**config.mk**
```make
export PLATFORM = sky130hd
export DESIGN_NAME = load_scoreboard
export DESIGN_NICKNAME = d
export VERILOG_FILES = /design/src/rtl/load_scoreboard.sv
export SDC_FILE = /design/constraint.sdc
export NUM_CORES = 1
export LEC_CHECK = 0
export BUFFER_PORTS_ARGS = -buffer_cell sky130_fd_sc_hd__clkbuf_2
export CAP_MARGIN = 5
export CORE_MARGIN = 5
export CORE_UTILIZATION = 45
export DETAILED_ROUTE_END_ITERATION = 8
export GPL_ROUTABILITY_DRIVEN = 0
export GPL_TIMING_DRIVEN = 0
export PLACE_DENSITY_LB_ADDON = 0.15
export SYNTH_ARGS = -nofsm -noshare
export SYNTH_HDL_FRONTEND = slang
export SYNTH_SLANG_ARGS = --single-unit
```
**constraint.sdc**
```tcl
create_clock -name clk -period 3.1 [get_ports clk]
set_input_delay 0.62 -clock clk [delete_from_list [all_inputs] [get_ports clk]]
set_output_delay 0.62 -clock clk [all_outputs]
set_load 0.05 [all_outputs]
```
**src/rtl/load_scoreboard.sv**
```systemverilog
// Load scoreboard: records registers with outstanding long-latency loads at issue,
// retires them at writeback, and stalls RD on operands the forward mux cannot supply.
module load_scoreboard #(
  parameter int NUM_REGS        = 32,
  parameter int REG_W           = 5,
  parameter int MAX_OUTSTANDING = 4,
  parameter int CNT_W           = 3
) (
  input  logic             clk,
  input  logic             rst_n,
  input  logic [REG_W-1:0] rs,
  input  logic             rs_used,
  input  logic [REG_W-1:0] rt,
  input  logic             rt_used,
  input  logic             issue_valid,
  input  logic             issue_is_load,
  input  logic [REG_W-1:0] issue_dest,
  input  logic             wb_valid,
  input  logic [REG_W-1:0] wb_reg,
  output logic             stall,
  output logic             issue_accept,
  output logic [CNT_W-1:0] outstanding,
  output logic             full,
  output logic             wb_error
);

  localparam logic [REG_W-1:0] ZERO_REG = {REG_W{1'b0}};
  localparam logic [CNT_W-1:0] CNT_ZERO = {CNT_W{1'b0}};
  localparam logic [CNT_W-1:0] CNT_ONE  = {{(CNT_W-1){1'b0}}, 1'b1};
  localparam logic [CNT_W-1:0] CNT_MAX  = CNT_W'(MAX_OUTSTANDING);

  logic [NUM_REGS-1:0] pend_r;
  logic [NUM_REGS-1:0] pend_nxt_s;
  logic [NUM_REGS-1:0] clr_s;
  logic [NUM_REGS-1:0] eff_s;
  logic [CNT_W-1:0]    outstanding_r;
  logic [CNT_W-1:0]    outstanding_nxt_s;
  logic                wb_error_r;
  logic                wb_error_nxt_s;
  logic                full_s;
  logic                rs_haz_s;
  logic                rt_haz_s;
  logic                waw_s;
  logic                cap_s;
  logic                stall_s;
  logic                set_s;
  logic                hit_s;

  // One-hot decode of the returning load's destination.
  always_comb begin
    clr_s = {NUM_REGS{1'b0}};
    if (wb_valid) begin
      clr_s[wb_reg] = 1'b1;
    end else begin
      clr_s = {NUM_REGS{1'b0}};
    end
  end

  // Hazard detection; a same-cycle writeback is satisfied by the WB forward path.
  always_comb begin
    eff_s    = pend_r & ~clr_s;
    full_s   = (outstanding_r == CNT_MAX);
    rs_haz_s = rs_used && (rs != ZERO_REG) && eff_s[rs];
    rt_haz_s = rt_used && (rt != ZERO_REG) && eff_s[rt];
    waw_s    = issue_is_load && (issue_dest != ZERO_REG) && eff_s[issue_dest];
    cap_s    = issue_is_load && full_s && !wb_valid;
    stall_s  = rs_haz_s || rt_haz_s || waw_s || cap_s;
    set_s    = issue_valid && !stall_s && issue_is_load && (issue_dest != ZERO_REG);
    hit_s    = wb_valid && (wb_reg != ZERO_REG) && pend_r[wb_reg];
  end

  // Next-state: clear is applied first so a same-register set wins.
  always_comb begin
    pend_nxt_s = pend_r & ~clr_s;
    if (set_s) begin
      pend_nxt_s[issue_dest] = 1'b1;
    end else begin
      pend_nxt_s[0] = 1'b0;
    end

    outstanding_nxt_s = outstanding_r;
    case ({set_s, hit_s})
      2'b10: begin
        if (outstanding_r != CNT_MAX) begin
          outstanding_nxt_s = outstanding_r + CNT_ONE;
        end else begin
          outstanding_nxt_s = outstanding_r;
        end
      end
      2'b01: begin
        if (outstanding_r != CNT_ZERO) begin
          outstanding_nxt_s = outstanding_r - CNT_ONE;
        end else begin
          outstanding_nxt_s = outstanding_r;
        end
      end
      default: outstanding_nxt_s = outstanding_r;
    endcase

    wb_error_nxt_s = wb_error_r | (wb_valid && !hit_s);
  end

  // State registers.
  always_ff @(posedge clk or negedge rst_n) begin
    if (!rst_n) begin
      pend_r        <= {NUM_REGS{1'b0}};
      outstanding_r <= CNT_ZERO;
      wb_error_r    <= 1'b0;
    end else begin
      pend_r        <= pend_nxt_s;
      outstanding_r <= outstanding_nxt_s;
      wb_error_r    <= wb_error_nxt_s;
    end
  end

  assign stall        = stall_s;
  assign issue_accept = issue_valid && !stall_s;
  assign outstanding  = outstanding_r;
  assign full         = full_s;
  assign wb_error     = wb_error_r;

endmodule
```
; After elaboration in Yosys (flattened, before gate mapping)
; Index checks and enable logic that the tools add are counted.
[totals]
inputBits = 27
reg_bits = 36
[op_classes]
magnitude_cmp = 6
n_addsub = 2
bitwise = 4
n_mux = 18
n_eq_ne = 6
reduce_logical = 29
[ops]
columns = cell, n
row1 = 32-bit AND, 1
row2 = 32-bit 2-to-1 mux, 1
row3 = 32-bit inverter, 1
row4 = 32-bit bitwise OR, 1
row5 = 31-bit 2-to-1 mux, 1
row6 = 5-bit by 6-bit < comparator with 1-bit output (second input constant), 4
row7 = 1-bit binary-select mux with 5-bit select, 4
row8 = 5-bit nonzero test, 4
row9 = 1-bit logical AND, 16
row10 = 1-bit demux with 5-bit select, 2
row11 = 5-bit by 1-bit >= comparator with 1-bit output (second input constant), 2
row12 = 1-bit 2-to-1 mux, 7
row13 = 3-bit 2-to-1 mux, 2
row14 = 3-bit case mux with 2 select lines, 1
row15 = 2-bit inequality test (second input constant), 2
row16 = 3-bit by 1-bit adder with 3-bit output (second input constant), 1
row17 = 3-bit == test (second input constant), 1
row18 = 1-bit zero test, 3
row19 = 1-bit logical OR, 3
row20 = 3-bit inequality test (second input constant), 1
row21 = 3-bit AND reduction, 1
row22 = 3-bit nonzero test, 1
row23 = 3-bit by 1-bit subtractor with 3-bit output (second input constant), 1
row24 = 2-bit by 1-bit == test with 1-bit output (second input constant), 1
row25 = other kinds (3), 3

; Logic depth before layout (Yosys ltp)
; Gate-level depths: netlist (run 1).
[logic_depth]
word_depth = 20
mapped_depth = 13
ltp_nobuf = 11

; Least setup slack after synthesis (run 1)
; Ideal clock, no wire load.
[synth_path]
path_kind = input to output
from = in rt[0]
to = out issue_accept
path_slack_ns = -1.070
path_buffers = 2
arrival_ns = 3.550
path_stages = 10
cell_sequence = buf_2 buf_2 mux2_2 o311ai_0 o31ai_1 a221oi_1 a21oi_1 a31oi_2 nand2_1 nor2_1
[synth_between]
elab_chain_cells = 8
[synth_lines]
columns = element, line_no
row1 = start: declaration, 13  ; input logic [REG_W-1:0] rt,
row2 = 1-bit binary-select mux with 5-bit select / 5-bit nonzero test (equally long branches), 64  ; rt_haz_s = rt_used && (rt != ZERO_REG) && eff_s[rt];
row3 = 1-bit 2-to-1 mux (not written as such) / 1-bit logical AND (equally long branches), 64
row4 = 1-bit logical AND *, 64
row5 = 1-bit logical OR * (3 in series), 67  ; stall_s = rs_haz_s || rt_haz_s || waw_s || cap_s;
row6 = via stall, 20  ; output logic stall,
row7 = 1-bit zero test *, 117  ; assign issue_accept = issue_valid && !stall_s;
row8 = 1-bit logical AND *, 117
row9 = end: declaration, 21  ; output logic issue_accept,
; Mark *: on every way through the listed nets, which the timed path passes. The rest lies on a longest branch. The select of a mux whose other input is x is not followed.

; Final worst setup path (run 1)
[layout_path]
from = in wb_reg[3]
to = out issue_accept
[layout_between]
elab_chain_cells = 15
[layout_lines]
columns = element, line_no
row1 = start: declaration, 19  ; input logic [REG_W-1:0] wb_reg,
row2 = 5-bit by 6-bit < comparator with 1-bit output (not written as such) / 5-bit by 1-bit >= comparator with 1-bit output (equally long branches), 53  ; clr_s[wb_reg] = 1'b1;
row3 = 1-bit logical AND (not written as such), 53
row4 = 1-bit 2-to-1 mux (not written as such), 53
row5 = 1-bit demux with 5-bit select *, 53
row6 = 32-bit 2-to-1 mux *, 52  ; if (wb_valid) begin
row7 = 32-bit inverter *, 61  ; eff_s = pend_r & ~clr_s;
row8 = 32-bit AND *, 61
row9 = "1-bit binary-select mux with 5-bit select, on equally long branches", "63, 64"
row10 = "1-bit 2-to-1 mux, on equally long branches", "63, 64"
row11 = "1-bit logical AND, on equally long branches", "63, 64"
row12 = 1-bit logical OR, 67
row13 = 1-bit logical OR * (2 in series), 67
row14 = 1-bit zero test *, 117
row15 = 1-bit logical AND *, 117
; Every way passes the cells marked *; elsewhere a longest branch is shown, timed or not. The select of a mux whose other input is x is not followed.

==> key figures, run 1 <==
CTS
  – Worst-path clk slew: 70 ps
  – Post-CTS Hold Fix Bufs: 0
  – CTS Sinks: 36
  – TritonCTS Buffers: 5
  – H-tree depth: 2
  – Maximum root-to-sink buffer count: 2
  – CTS tree: done
  – Clk root buf: clkbuf_8
  – Clk_lat worst skew: 290 ps

Synthesis
  – Register bit count reported by yosys: 36
  – Post-Synth Adder-Cell Area: 0.542%
  – Compound-gate portion of the synthesized area: 28.4%
  – Asr flop ratio synth: 100%
  – Top_reg_cell synth: dfrtp_1
  – Seq/Total Area, Yosys: 24.4%
  – Synth Warn #: 0
  – Mux cell area share after synthesis: 18.3%
  – Largest family of logic cells by synthesized area: compound AO/OA/AOI/OAI gates
  – Distinct cells, synth: 77
  – Mean Syn Cell Area: 9.28 sq um
  – Simple-Gate Fraction of Synth Area: 19.6%
  – Gate Count Post-Synth: 398
  – XOR/XNOR share of the synthesized area: 2.47%
  – EDFF count, synth: 0
  – Synth Cell Area: 3690 sq um
  – Syn_nets: 426

Drt
  – Detail Route Antenna Nets: 0
  – First-pass DRT Iterations: 7
  – Initial DRC count: 436
  – Routed len/inst: 24.7 um
  – Routed vias: 3947
  – Vias/cell: 7.01
  – Residual DRC count: 0
  – Routed wire length: 13.9 mm

Critical path
  – Slowest-stage cell, CP: or4b_4
  – Cell family contributing the most delay on the critical path: simple AND/OR/NAND/NOR gates
  – WP data arrival: 2730 ps
  – Setup CP Type: in -> out
  – Max stage delay on crit path: 610 ps
  – Buf/Inv on CP: 3
  – CP Max Fanout: 7
  – Reg2reg start: pend_r[14]$_DFF_PN0_
  – R2r setup slk: 140 ps
  – Crit start category: primary input
  – Cell depth of the worst flop-to-flop path: 10
  – Data required time of the critical path: 2480 ps
  – Crit end category: output port
  – Critical path cell sequence: buf_12 > or4b_4 > o21ai_4 > buf_6 > mux2i_4 > a311oi_2 > nor4_2 > a31oi_4 > nand2_4 > nor2_4 > buf_8
  – FF-to-FF End: outstanding[1]$_DFFE_PN0P_

Global route
  – Global-route wire length before repair: 21.0 mm
  – GRT Util Overall: 26.6%
  – Largest net degree at the start of global routing: 37
  – Vias in the first global route: 3773
  – Antenna violations before repair: 0
  – Total grt overflow: 0

Flow run
  – Max-cap check violation count: 0

Die
  – Core area: 8090 sq um
  – Ports: 34
  – Initial Util: 45.6%
  – Die area: 10100 sq um
  – Die height: 101 um
  – Row cnt: 33
  – Die W: 101 um

Placed design
  – Dpl ws: -819 ps
  – Post-DP Area: 4050 sq um
  – # placed instances: 532
  – Port bufs: 29
  – Hpwl dp: 9.70 mm

Finish
  – Synthesis-to-finish area growth: 27.2%
  – Final core utilization: 58.0%
  – Layout cell share with drive strength beyond 1: 38.0%
  – Final non-filler cell total: 563
  – Final net count: 486
  – Final Cell Area: 4700 sq um
  – ANT cells: 0

STA
  – RSZ-0062 raised after global routing: yes
  – Peak Freq: 298 MHz
  – Fin crit share: 108%
  – Rel. slew slack: 38.8%
  – Hold Vio Cnt, Final: 0
  – Hold WS: 460 ps
  – Final setup viols: 4
  – Count of pins over their slew limit: 0
  – Worst-Margin Slew: 918 ps
  – Final setup margin: -250 ps
  – Min Tclk post-route: 3350 ps
  – Worst Skew: 6.99 ps

Pwr
  – Share of power burned in registers: 34.9%
  – Power Dens Cells: 439 nW/um^2
  – Worst ir drop on vdd: 332 uV
  – Int Pwr: 0.00116 W
  – Leakage power: 1.87 nW
  – Clk pwr share: 15.5%
  – Comb power frac: 49.6%
  – Switch share: 43.6%
  – P_sw: 0.000898 W

Worst hold path
  – HP Class: in -> async

Run status
  – Outcome: finished with violations
  – Failing checks: negative setup slack
## worst max path at each step
stage / startpoint / to / slack [ps] / cells past startpoint
after floorplan: rt[0] / issue_accept / -250 / 10
final: wb_reg[3] / issue_accept / -250 / 11
after CTS: wb_reg[1] / issue_accept / -250 / 10
after global routing: rs[0] / issue_accept / -300 / 11
after detailed placement: issue_dest[0] / outstanding[2]$_DFFE_PN0P_ / -820 / 12
after global placement: issue_dest[0] / outstanding[2]$_DFFE_PN0P_ / -840 / 12
## worst register-to-register path: stages (launching register included)
cell	delay (ps)
dfrtp_1	470
mux2i_1	160
nor3b_1	90
o41ai_2	410
a31oi_2	170
a31o_2	290
nor4_4	390
a21oi_4	120
fa_2	550
inv_2	30
a221oi_2	190
## placed cells by master, fill, tap and decap left out, types with 3 or more instances in the layout
cell,netlist,routed
o211ai_1,7,7
clkbuf_8,0,7
o41ai_2,9,9
mux2_2,8,8
nor4_1,8,6
buf_4,5,25
dfrtp_1,36,36
clkbuf_1,15,4
buf_2,12,5
o41ai_1,6,5
a31o_2,3,3
a21oi_1,10,9
a31oi_1,6,5
nor2_1,19,18
or4_1,3,3
or3b_1,3,3
inv_1,13,12
mux4_2,14,14
nand4_1,3,3
buf_6,2,10
nand3b_1,7,7
o21ai_1,3,7
buf_12,0,5
clkbuf_4,0,3
o21ai_0,51,45
o31ai_1,6,4
nand2_1,14,12
clkbuf_2,0,31
xnor2_1,4,3
buf_8,0,3
o32ai_1,3,3
nor3b_1,3,3
a311oi_1,4,3
mux2i_1,27,24
nand2b_1,6,5
nor3_1,17,15
o311ai_1,1,3
nand3_1,8,8
## final cells by class
class | count | area (sq um)
fill | 738 | 3400
multi-input combinational | 313 | 2840
sequential | 36 | 901
timing repair buffer | 55 | 409
buffer | 33 | 282
tap | 105 | 131
clock buffer | 6 | 72.6
inverter | 14 | 56.3
clock inverter | 1 | 5.00
## metal layers
layer,GRT usage (%),share of wire [%],vias to the layer above
met2,42.8,47,247
met1,37.0,41,1953
met5,0,0,-
met4,7.77,2.7,0
met3,4.08,9.2,33
li1,-,-,1714
## flip-flops by register name, summed over array words and instances, names as in the netlist
name         cells
outstanding      3
pend_r          32
wb_error         1
## Yosys cell counts (5+ instances only)
cell       n  share of area [%]
a21oi_1   10                1.4
a31oi_1    6                1.0
buf_2     12                1.6
buf_4      5                1.0
clkbuf_1  15                1.5
dfrtp_1   36                 24
inv_1     13                1.3
mux2_2     8                2.4
mux2i_1   27                7.3
mux4_2    14                8.5
nand2_1   14                1.4
nand2b_1   6                1.0
nand3_1    8                1.1
nand3b_1   7                1.4
nor2_1    19                1.9
nor3_1    17                2.3
nor4_1     8                1.4
o211ai_1   7                1.4
o21ai_0   51                6.9
o31ai_1    6                1.2
o41ai_1    6                1.4
o41ai_2    9                4.0
## through the flow
stage                     setup TNS [ps]  total power, W
after floorplan                     -601         0.00135
after global placement            -14630         0.00158
after detailed placement          -14330         0.00160
after CTS                           -695         0.00196
after global routing               -1440         0.00216
final                               -815         0.00206
## kinds of logic after synthesis
family          count (synthesis)
flops                          36
simple gates                  113
compound gates                142
xor+xnor                        8
mux                            49
fa+ha+maj                       1
buf+inv                        49
## power by group through the flow
stage	clock network (W)	logic [W]	registers, W
final	0.000319	0.00102	0.000720
after global routing	0.000343	0.00109	0.000728
after CTS	0.000325	0.000929	0.000704
after detailed placement	0	0.000883	0.000713
after global placement	0	0.000870	0.000706
after floorplan	0	0.000620	0.000725
## timing repair
item	CTS	global route
pin swaps	10	21
cloned	0	1
setup endpoints to repair	32	36
buffers inserted	11	15
resized for setup	35	72
endpoints found under the hold margin	0	0
No activity file was read; power rests on OpenSTA's default activity.
==> inputs of run 2 (changes only) <==
--- a/config.mk
+++ b/config.mk
@@ -7,8 +7,10 @@
 export LEC_CHECK = 0
 export BUFFER_PORTS_ARGS = -buffer_cell sky130_fd_sc_hd__clkbuf_2
 export CAP_MARGIN = 5
+export CELL_PAD_IN_SITES_DETAIL_PLACEMENT = 1
+export CELL_PAD_IN_SITES_GLOBAL_PLACEMENT = 2
 export CORE_MARGIN = 5
-export CORE_UTILIZATION = 45
+export CORE_UTILIZATION = 35
 export DETAILED_ROUTE_END_ITERATION = 8
 export GPL_ROUTABILITY_DRIVEN = 0
 export GPL_TIMING_DRIVEN = 0
==> run 2 against run 1 <==
  * The run still ends with negative setup slack left
  * Total power grew 2.5%
  * Highest routed layer unchanged
  * Utilization fell by 11 points
  * Via count decreased by 3.9%
  * Largest cell class unchanged
==> key figures, run 2 (synthesis gave the netlist of run 1 again) <==
Run status
  – Outcome: finished with violations
  – Failing checks: negative setup slack

Drt
  – Routed len/inst: 25.7 um (+4.3%)
  – Metal-1 WL: 6.44 mm (+14%)
  – Residual DRC count: 0 (unchanged)
  – Met3 WL: 794 um (-38%)
  – Routed vias: 3794 (-3.9%)
  – Max Used Layer: met4
  – Detail Route Antenna Nets: 0 (unchanged)
  – WL met2: 7.42 mm (+13%)
  – Initial DRC count: 196 (-55%)
  – Routed wire length: 15.0 mm (+8.2%)
  – Vias/cell: 6.50 (-7.3%)
  – First-pass DRT Iterations: 4 (-3)

Global route
  – Antenna violations before repair: 0 (unchanged)
  – Vias in the first global route: 3987 (+5.7%)
  – Total grt overflow: 0 (unchanged)
  – Largest net degree at the start of global routing: 37 (unchanged)
  – Global-route wire length before repair: 23.2 mm (+11%)
  – GRT Util Overall: 23.4% (-3.2 points)

STA
  – Final setup viols: 4 (unchanged)
  – Worst Skew: 7.29 ps (+0.297 ps)
  – Final setup margin: -266 ps (-16.2 ps)
  – Count of pins over their slew limit: 0 (unchanged)
  – RSZ-0062 raised after global routing: yes
  – Fin crit share: 109% (+0.52 points)
  – Peak Freq: 297 MHz (-0.48%)
  – Rel. slew slack: 36.2% (-2.6 points)
  – Hold Vio Cnt, Final: 0 (unchanged)
  – Worst-Margin Slew: 957 ps (+38.6 ps)
  – Min Tclk post-route: 3370 ps (+16.2 ps)

Die
  – Initial Util: 35.8% (-9.9 points)
  – Die area: 12700 sq um (+26%)
  – Die height: 113 um (+12%)
  – Core area: 10300 sq um (+28%)
  – Ports: 34 (unchanged)
  – Row cnt: 37 (+12%)
  – Die W: 113 um (+12%)

Finish
  – # fillers: 1163 (+58%)
  – Final net count: 476 (-2.1%)
  – Layout cell share with drive strength beyond 1: 39.1% (+1.1 points)
  – Synthesis-to-finish area growth: 30.4%
  – Commonest non-fill, non-tap cells in the layout: 46 x o21ai_0, 36 x dfrtp_1, 31 x clkbuf_2
  – Final non-filler cell total: 584 (+3.7%)
  – Commonest non-fill, non-tap cell in the layout: o21ai_0
  – Biggest register: pend_r
  – ANT cells: 0 (unchanged)
  – Largest register FFs: 32 (unchanged)

Critical path
  – Setup CP Type: in -> out
  – CP Max Fanout: 10 (+3)
  – WP data arrival: 2750 ps (+20 ps)
  – Crit end category: output port
  – Crit start category: primary input
  – Data required time of the critical path: 2480 ps (about the same)

Flow run
  – Max-cap check violation count: 0 (unchanged)

Placed design
  – Hpwl dp: 11.1 mm (+14%)
  – Port bufs: 29 (unchanged)
  – # placed instances: 563 (+5.8%)
  – Dpl ws: -916 ps (-97.5 ps)

CTS
  – CTS Sinks: 36 (unchanged)
  – Worst-path clk slew: 70 ps (about the same)
  – CTS tree: done
  – TritonCTS Buffers: 5 (unchanged)
  – Clk_lat worst skew: 300 ps (about the same)
  – Maximum root-to-sink buffer count: 2 (unchanged)
  – H-tree depth: 2 (unchanged)
  – Clk root buf: clkbuf_8

Pwr
  – Worst ir drop on vdd: 387 uV (+17%)
  – Power Dens Cells: 438 nW/um^2 (about the same)
  – Leakage power: 1.90 nW (+1.6%)
  – Final Power: 0.00211 W (+2.5%)

Worst hold path
  – HP Class: in -> async
## run 2: what timing repair did
item,4_1_cts,5_1_grt
resized for setup,41,78
hold buffers,0,0
cloned,0,1
setup buffers,10,6
pin swaps,11,18
setup endpoints to repair,37,27
## run 2: power breakdown
part | internal, W | switching (W)
Combinational | 0.000462 | 0.000606
Sequential | 0.000566 | 0.000153
Clock | 0.000153 | 0.000172
## run 2: path summary, 6_finish.rpt
kind	to	slack, ps	startpoint	depth (start not counted)
worst max-delay path	issue_accept	-270	wb_valid	11
worst min-delay path	pend_r[25]$_DFF_PN0_	460	rst_n	1
worst max register to register	outstanding[2]$_DFFE_PN0P_	90	pend_r[4]$_DFF_PN0_	13
worst min register to register	wb_error$_DFF_PN0_	460	wb_error$_DFF_PN0_	1
max in group asynchronous	pend_r[12]$_DFF_PN0_	2050	rst_n	1
min in group clk	wb_error$_DFF_PN0_	460	wb_error$_DFF_PN0_	1
## run 2: critical path, stage by stage
cell      delay, ps
clkbuf_8        140
buf_6           170
or3b_1          400
nor3_1          320
o41ai_1         130
a311oi_2        230
nor4_2          100
a31oi_4         270
nand2_4          80
nor2_4          120
buf_8           150
## run 2: metal layers
metal  track usage (%)  up-vias
li1                  -     1696
met1              31.3     1968
met2              38.9      107
met3              2.89       23
met4              8.17        0
met5                 0        -
## run 2: through the flow
step	TNS, ps	hold WS, ps	cell area [sq um]	util [%]
6_report	-912	458	4810	46.6
5_1_grt	-1670	481	4810	46.6
4_1_cts	-872	470	4410	42.7
3_5_place_dp	-20270	453	4080	39.6
3_3_place_gp	-20780	440	4080	39.6
2_1_floorplan	-601	324	3770	-
## run 2: layout make-up
type | instances | area [sq um] | area share [%]
Tap cell | 136 | 170 | 3.53
Clock inverter | 1 | 5.00 | 0.104
Inverter | 14 | 53.8 | 1.12
Timing Repair Buffer | 46 | 365 | 7.59
Multi-Input combinational cell | 313 | 2970 | 61.6
Clock buffer | 6 | 72.6 | 1.51
Sequential cell | 36 | 901 | 18.7
Buffer | 32 | 282 | 5.85
==> inputs of run 3 (changes only) <==
--- a/config.mk
+++ b/config.mk
@@ -6,7 +6,6 @@
 export NUM_CORES = 1
 export LEC_CHECK = 0
 export BUFFER_PORTS_ARGS = -buffer_cell sky130_fd_sc_hd__clkbuf_2
-export CAP_MARGIN = 5
 export CELL_PAD_IN_SITES_DETAIL_PLACEMENT = 1
 export CELL_PAD_IN_SITES_GLOBAL_PLACEMENT = 2
 export CORE_MARGIN = 5
==> constraint.sdc (replaced) <==
create_clock -name clk -period 3.1 [get_ports clk]
set_input_delay 0.31 -clock clk [delete_from_list [all_inputs] [get_ports clk]]
set_output_delay 0.31 -clock clk [all_outputs]
set_load 0.05 [all_outputs]
==> run 3 against run 2 <==
  * The run now ends clean
  * Maximum frequency rose by 11%
  * Die area unchanged
  * Hold slack lost 310 ps
  * Critical endpoint is now outstanding[1]$_DFFE_PN0P_
  * Non-clock buffer count fell by 5
  * First-iteration DRC count up 18%
  * Via count down 0.66%
  * Register-to-register slack better by 50 ps
  * Global-route usage grew 0.45 points
  * Setup slack improved by 340 ps
==> key figures, run 3 (synthesis gave the netlist of run 1 again) <==
Run status
  – Outcome: finished clean

Finish
  – Synthesis-to-finish area growth: 18.4%
  – Commonest non-fill, non-tap cells in the layout: 49 x o21ai_0, 34 x dfrtp_1, 31 x clkbuf_2
  – ANT cells: 0 (unchanged)
  – Register area: 903 sq um (+0.28%)
  – Biggest register: pend_r
  – Layout cell share with drive strength beyond 1: 31.1% (-8.0 points)
  – Final net count: 471 (-1.1%)
  – Final core utilization: 42.4% (-4.3 points)
  – Commonest non-fill, non-tap cell in the layout: o21ai_0
  – # fillers: 1228 (+5.6%)
  – Largest register FFs: 32 (unchanged)
  – Multi-input logic area: 2700 sq um (-8.8%)

Critical path
  – CP Max Fanout: 6 (-4)
  – WP data arrival: 3230 ps (+480 ps)
  – Crit start category: primary input
  – Setup CP Type: in -> reg
  – Data required time of the critical path: 3300 ps (+820 ps)
  – Crit end category: flip-flop

Pwr
  – Leakage power: 1.71 nW (-9.7%)
  – Power Dens Cells: 478 nW/um^2 (+8.9%)
  – Worst ir drop on vdd: 364 uV (-5.8%)
  – Final Power: 0.00209 W (-1.1%)

STA
  – Worst Skew: 6.09 ps (-1.20 ps)
  – RSZ-0062 raised after global routing: yes
  – Final setup margin: 70.9 ps (+337 ps)
  – Min Tclk post-route: 3030 ps (-337 ps)
  – Peak Freq: 330 MHz (+11%)
  – Rel. slew slack: 36.8% (+0.52 points)
  – Hold Vio Cnt, Final: 0 (unchanged)
  – Worst-Margin Slew: 949 ps (-7.84 ps)
  – Final setup TNS: 0 ps (+912 ps)
  – Final setup viols: 0 (-4)
  – Count of pins over their slew limit: 0 (unchanged)
  – Fin crit share: 97.7% (-11 points)

CTS
  – TritonCTS Buffers: 5 (unchanged)
  – CTS Sinks: 36 (unchanged)
  – Post-CTS Hold Fix Bufs: 0 (unchanged)
  – Maximum root-to-sink buffer count: 2 (unchanged)
  – Worst-path clk slew: 70 ps (about the same)
  – Clk root buf: clkbuf_8
  – CTS tree: done
  – Clk_lat worst skew: 300 ps (about the same)
  – H-tree depth: 2 (unchanged)

Placed design
  – Hpwl dp: 11.4 mm (+2.4%)
  – Port bufs: 29 (unchanged)
  – Dpl ws: -757 ps (+160 ps)

Drt
  – First-pass DRT Iterations: 5 (+1)
  – Routed vias: 3769 (-0.66%)
  – Initial DRC count: 231 (+18%)
  – Detail Route Antenna Nets: 0 (unchanged)
  – Routed wire length: 15.1 mm (+0.81%)
  – Vias/cell: 6.50 (about the same)
  – Routed len/inst: 26.1 um (+1.5%)
  – Residual DRC count: 0 (unchanged)

Die
  – Die W: 113 um (unchanged)
  – Ports: 34 (unchanged)
  – Core area: 10300 sq um (unchanged)
  – Row cnt: 37 (unchanged)
  – Initial Util: 35.8% (unchanged)
  – Die area: 12700 sq um (unchanged)
  – Die height: 113 um (unchanged)

Global route
  – Largest net degree at the start of global routing: 37 (unchanged)
  – Total grt overflow: 0 (unchanged)
  – GRT Util Overall: 23.8% (+0.45 points)
  – Global-route wire length before repair: 24.0 mm (+3.1%)
  – Antenna violations before repair: 0 (unchanged)
  – Vias in the first global route: 4106 (+3.0%)

Flow run
  – Max-cap check violation count: 0 (unchanged)

Worst hold path
  – HP Class: in -> async
-- run 3: changes by cell type in the layout (fill, tap and decap cells not counted), moves of 4 or more --
cell / delta
clkbuf_1: +6
buf_6: -7
buf_12: -5
o41ai_4: -4
buf_2: +6
clkbuf_4: -5
buf_4: +6
-- run 3: what timing repair did --
action                     in CTS  in global routing
setup buffers                   3                  8
hold endpoints to repair        0                  0
pin swaps                       3                 12
gates resized for setup        20                 25
setup endpoints to repair      23                 20
-- run 3: cell type report --
class	count	area share, %
buffer	33	4.46
clock buffer	6	1.66
clock inverter	2	0.801
inverter	14	1.29
multi-input combinational	313	61.8
sequential	36	20.7
tap	136	3.89
timing repair buffer	40	5.41
-- run 3: power by group --
| group | internal [W] | leakage [nW] | switching (W) |
|---|---|---|---|
| Clock | 0.000239 | 0.0552 | 0.000178 |
| Sequential | 0.000567 | 0.468 | 0.000158 |
| Combinational | 0.000382 | 1.19 | 0.000565 |
-- run 3: critical path: stages --
cell,delay (ps)
buf_2,210
or4b_4,560
buf_4,180
o31ai_1,250
nor3_1,90
a311oi_1,250
nor4_2,110
a31oi_4,320
a21oi_2,130
fa_2,530
inv_1,50
a221oi_2,230
-- run 3: final timing paths --
path / cells after the start / end / from / slack, ps
max: 12 / outstanding[1]$_DFFE_PN0P_ / wb_valid / 70
max reg2reg: 10 / outstanding[1]$_DFFE_PN0P_ / pend_r[5]$_DFF_PN0_ / 140
min: 1 / pend_r[20]$_DFF_PN0_ / rst_n / 150
max in group asynchronous: 1 / pend_r[15]$_DFF_PN0_ / rst_n / 2300
min reg2reg: 1 / wb_error$_DFF_PN0_ / wb_error$_DFF_PN0_ / 460
min in group clk: 1 / wb_error$_DFF_PN0_ / wb_error$_DFF_PN0_ / 460
-- run 3: routing by layer --
layer | share of wire [%] | track usage [%]
met5 | 0 | 0
met4 | 2.1 | 6.57
met1 | 44 | 31.6
met3 | 5.0 | 2.25
met2 | 49 | 41.4
-- run 3: per-stage QoR --
stage	cell area, sq um	std cells	hold WS [ps]
finish	4370	580	150
global route	4370	580	246
CTS	4240	572	183
detailed placement	4030	563	447
global placement	4030	563	441
floorplan	3710	398	14.4
